$ cat src/rtl/serial_clock.sv
// Divides clk by 2*2**DIV_LOG2 to make sclk, with registered one-cycle
// strobes that mark each sclk rising and falling transition.
module serial_clock #(
    parameter int DIV_LOG2 = 2
) (
    input  logic clk,
    output logic sclk,
    output logic sclkPosEdge,
    output logic sclkNegEdge,
    input  logic reset,
    input  logic en
);

    localparam logic [DIV_LOG2-1:0] MAX_COUNT = {DIV_LOG2{1'b1}};

    logic [DIV_LOG2-1:0] count_q, count_d;
    logic                sclk_q, sclk_d;
    logic                pos_q, pos_d;
    logic                neg_q, neg_d;

    // Strobes are computed alongside the toggle so they rise together with sclk.
    always_comb begin
        count_d = count_q;
        sclk_d  = sclk_q;
        pos_d   = 1'b0;
        neg_d   = 1'b0;
        if (en) begin
            count_d = count_q + DIV_LOG2'(1);
            if (count_q == MAX_COUNT) begin
                sclk_d = ~sclk_q;
                pos_d  = ~sclk_q;
                neg_d  = sclk_q;
            end
        end
    end

    always_ff @(posedge clk or posedge reset) begin
        if (reset) begin
            count_q <= '0;
            sclk_q  <= 1'b0;
            pos_q   <= 1'b0;
            neg_q   <= 1'b0;
        end else begin
            count_q <= count_d;
            sclk_q  <= sclk_d;
            pos_q   <= pos_d;
            neg_q   <= neg_d;
        end
    end

    assign sclk        = sclk_q;
    assign sclkPosEdge = pos_q;
    assign sclkNegEdge = neg_q;

endmodule

$ cat config.mk
export PLATFORM = sky130hd
export DESIGN_NAME = serial_clock
export DESIGN_NICKNAME = d
export VERILOG_FILES = /design/src/rtl/serial_clock.sv
export SDC_FILE = /design/constraint.sdc
export NUM_CORES = 1
export LEC_CHECK = 0
export CAP_MARGIN = 10
export CORE_AREA = 2 2 39 41
export CTS_CLUSTER_SIZE = 40
export DETAILED_ROUTE_END_ITERATION = 7
export DIE_AREA = 0 0 41 43
export SYNTH_ARGS = -nofsm -noshare
export SYNTH_HDL_FRONTEND = slang
export SYNTH_SLANG_ARGS = --single-unit
$ cat constraint.sdc
create_clock -name clk -period 1.85 [get_ports clk]
set_input_delay 0.37 -clock clk [delete_from_list [all_inputs] [get_ports clk]]
set_output_delay 0.37 -clock clk [all_outputs]
set_load 0.005 [all_outputs]
# After elaboration in Yosys (flattened, before gate mapping)
# Index checks and enable logic that the tools add are counted.
# word_totals
ff_bits	5
latch_bits	0
ramBits	0
romBits	0
input_bits	3
output_inout_bits	3
memories	0
# classes
add_sub_neg	1
n_mul	0
div	0
order_cmp	0
n_eq_ne	1
shift	0
n_mux	4
n_bitwise	1
n_reduce_logical	1
# ops
cell	count
$mux W1	4
$add A2 B1 Y2 const B	1
$eq A2 B2 Y1 const B	1
$reduce_and A2 Y1	1
$not A1 Y1	1

# Depth between registers and ports, before layout
# logic_depth
word_depth	3
ltp_mapped	3

# Least setup slack after synthesis
# Ideal clock, no wire load.
# synth_timing
kind	reg-to-reg
start	register count_q[0]
end	register count_q[1]
setup_time_ns	0.125
arrival_time_ns	0.893
slack_ns	0.832
stages_incl_launch_ff	3
n_path_buf	0
path_cell_list	dfrtp_1 ha_1 mux2_4
# synth_via
elab_chain_len	1
# synth_rtl
element	line_no	text
start: declaration	16	logic [DIV_LOG2-1:0] count_q, count_d;
start signal: assignment	44	count_q <= count_d;
$add A2 B1 Y2	28	count_d = count_q + DIV_LOG2'(1);
# No other way between the ends.
# A chain may end at the register's enable or synchronous reset.

# Worst setup path after layout
# layout_timing
start	register sclk_q, in the netlist sclk
end	output port sclk
# layout_lines
element	line_no	text
start: declaration	17	logic sclk_q, sclk_d;
start signal: assignment	45	sclk_q <= sclk_d;
end: declaration	7	output logic sclk,
# No word-level cell between the ends.

==> run metrics <==
status=finished, final reports clean; clock share of power=27.5%; Setup violations, final=0; I/O pin total=6; dpl cell area=262 sq um; r2r startpoint=count_q[0]; max-slew violation count=0; FFs w/ async S/R, synth=100%; FF-to-FF path depth=2; via count=128; count leader, synth=dfrtp_1; RR Endpoint=count_q[1]; Psw=124 uW; worst path bufs/invs=1; Buffers on Ports=5; Final Critical Period=1.52 ns; Crit. End Element=output port; # nets final=27; Pleak=0.134 nW; post_cts resized=0; Peak supply drop=0.222 mV; Hold Path Class=in -> async; WP data arrival=1.15 ns; detailed-route DRC error count=0; area of the core=1380 sq um; CP Depth=1; number of synthesized flops with an enable pin=0; die height=43 microns; Hold Vio Cnt, Final=0; vias per cell=3.37; Syn Inst Count=13; Syn Nets=17; largest net degree at the start of global routing=6; CP Launch Type=flop; post-synthesis cell area=191 sq um; Post-CTS Setup Bufs=0; crit path capture=sclk; clock latency on the worst-skew pair=0.24 ns; leading area contributor after synthesis=dfrtp_1; Post-DRT Antenna Nets=0; FP Rows=14; initial DRC count=1; clk root buf=clkbuf_4; worst relative slew slack=86.4%; Inserted Clock Buffers=3; FF+latch count, synth=5; area grow syn2layout=50.3%; Peak Freq=657 MHz; Total Power=452 uW; number of global-route vias before repair=156; combinational share of power=31.3%; Power Dens Cells=1570 nW/um^2; Fill cells=145; first-pass GRT wire length=621 microns; Util after Layout=20.8%; Main synth FF type=dfrtp_1; clock-pin slew on the worst setup and hold paths=0.04 ns; max cap viols=0; Crit-path slowest cell=clkdlybuf4s50_1; synthesized area per cell=14.7 sq um; WL per Instance=9.16 microns; Max H-tree Level=1; Worst-Margin Slew=0.203 ns; switching fraction of total power=27.5%; crit path max fanout=4; internal cell power=328 uW; initial antenna violation count=0; CTS tree=built; top cell type's share of synthesized area=65.4%; Initial Util=13.8%; CTS max path bufs=2; Worst Skew=0.00106 ns; yosys warns=0; grt total ovfl=0; share of cells above drive strength 1=27.3%; unrepaired setup endpoints after global routing=false; setup TNS=0 ns; Worst path max stage delay=0.52 ns; Final Cycle Share=82.3%; drt pass-1 iters=2; final wirelength=348 microns; Post-CTS Hold Buffers=0; critical-path cell list=clkdlybuf4s50_1; routability cong.=0.511; chip width=41 microns; post-synthesis cell type count=9; crit-path leading delay family=buffers and inverters; Required @ worst endpoint=1.48 ns; CTS Sinks=5; critical path class=reg -> out; ranking of synthesized cells by area=dfrtp_1 65%, mux2_4 7.8%, ha_1 6.5%, xnor2_1 4.6%, xor2_1 4.6%; die area=1760 sq um; launch point of the critical path=sclk; # diodes=0; Flop pwr share=41.2%; fin area=288 sq um; reg2reg setup slack=0.78 ns; total track usage=6.36%; sequential element share of the synthesized area=65.4%
## layout make-up
| cell class | instances | area [sq um] | area share, % |
|---|---|---|---|
| Clock buffer | 4 | 26.3 | 9.13 |
| Sequential cell | 5 | 125 | 43.5 |
| Timing Repair Buffer | 5 | 50.0 | 17.4 |
| Multi-Input combinational cell | 7 | 62.6 | 21.7 |
| Tap cell | 16 | 20.0 | 6.96 |
| Inverter | 1 | 3.75 | 1.30 |
## through the flow
| stage | cells | setup WS, ns | hold WS [ns] |
|---|---|---|---|
| 2_1_floorplan | 13 | 0.832 | 0.149 |
| 3_3_place_gp | 34 | 0.486 | 0.459 |
| 3_5_place_dp | 34 | 0.457 | 0.484 |
| 4_1_cts | 38 | 0.312 | 0.329 |
| 5_1_grt | 38 | 0.246 | 0.332 |
| 6_report | 38 | 0.328 | 0.324 |
## flip-flops by register name, indices dropped and copies added (netlist names)
| register | flops |
|---|---|
| sclkNegEdge | 1 |
| sclk | 1 |
| count_q | 2 |
| sclkPosEdge | 1 |
## placed cells by master, fill, tap and decap left out
master / count
xor2_1: 1
clkdlybuf4s50_1: 5
xnor2_1: 1
mux2_4: 1
and3_2: 1
clkbuf_1: 1
dfrtp_1: 5
clkbuf_4: 3
nor2_1: 1
inv_1: 1
ha_1: 1
nand2_2: 1
## cell families after synthesis
kind of cell	Yosys count	synth area share [%]
AND/OR/NAND/NOR	3	9.15
adder cells (fa/ha/maj)	1	6.53
XOR/XNOR	2	9.15
multiplexers	1	7.84
buffers and inverters	1	1.96
flip-flops	5	65.4
## how the worst min path moves through the flow
stage,start,end,slack (ns),depth (start not counted)
after CTS,reset,sclkPosEdge,0.33,2
after global routing,reset,sclkPosEdge,0.33,2
after floorplan,reset,count_q[0],0.15,1
final,reset,sclkNegEdge,0.32,2
after detailed placement,count_q[0],count_q[0],0.48,1
after global placement,count_q[0],count_q[0],0.46,1
## power by group through the flow
| stage | registers, mW | logic (mW) | clock network, mW |
|---|---|---|---|
| floorplan | 0.182 | 0.0762 | 0 |
| global placement | 0.183 | 0.126 | 0 |
| detailed placement | 0.190 | 0.144 | 0 |
| CTS | 0.188 | 0.144 | 0.129 |
| global route | 0.194 | 0.160 | 0.136 |
| finish | 0.186 | 0.141 | 0.124 |
## routing by layer
metal  routed length, microns  track usage [%]  vias up
li1                         -                -       58
met1                      116             3.93       58
met2                      168             9.38        8
met3                       39             4.71        4
met4                       25             8.00        0
met5                        0                0        -
## worst reg2reg max path: stages (launching register included)
cell,delay [ns]
dfrtp_1,0.39
ha_1,0.31
mux2_4,0.26
Power figures use the tool's default switching activity.
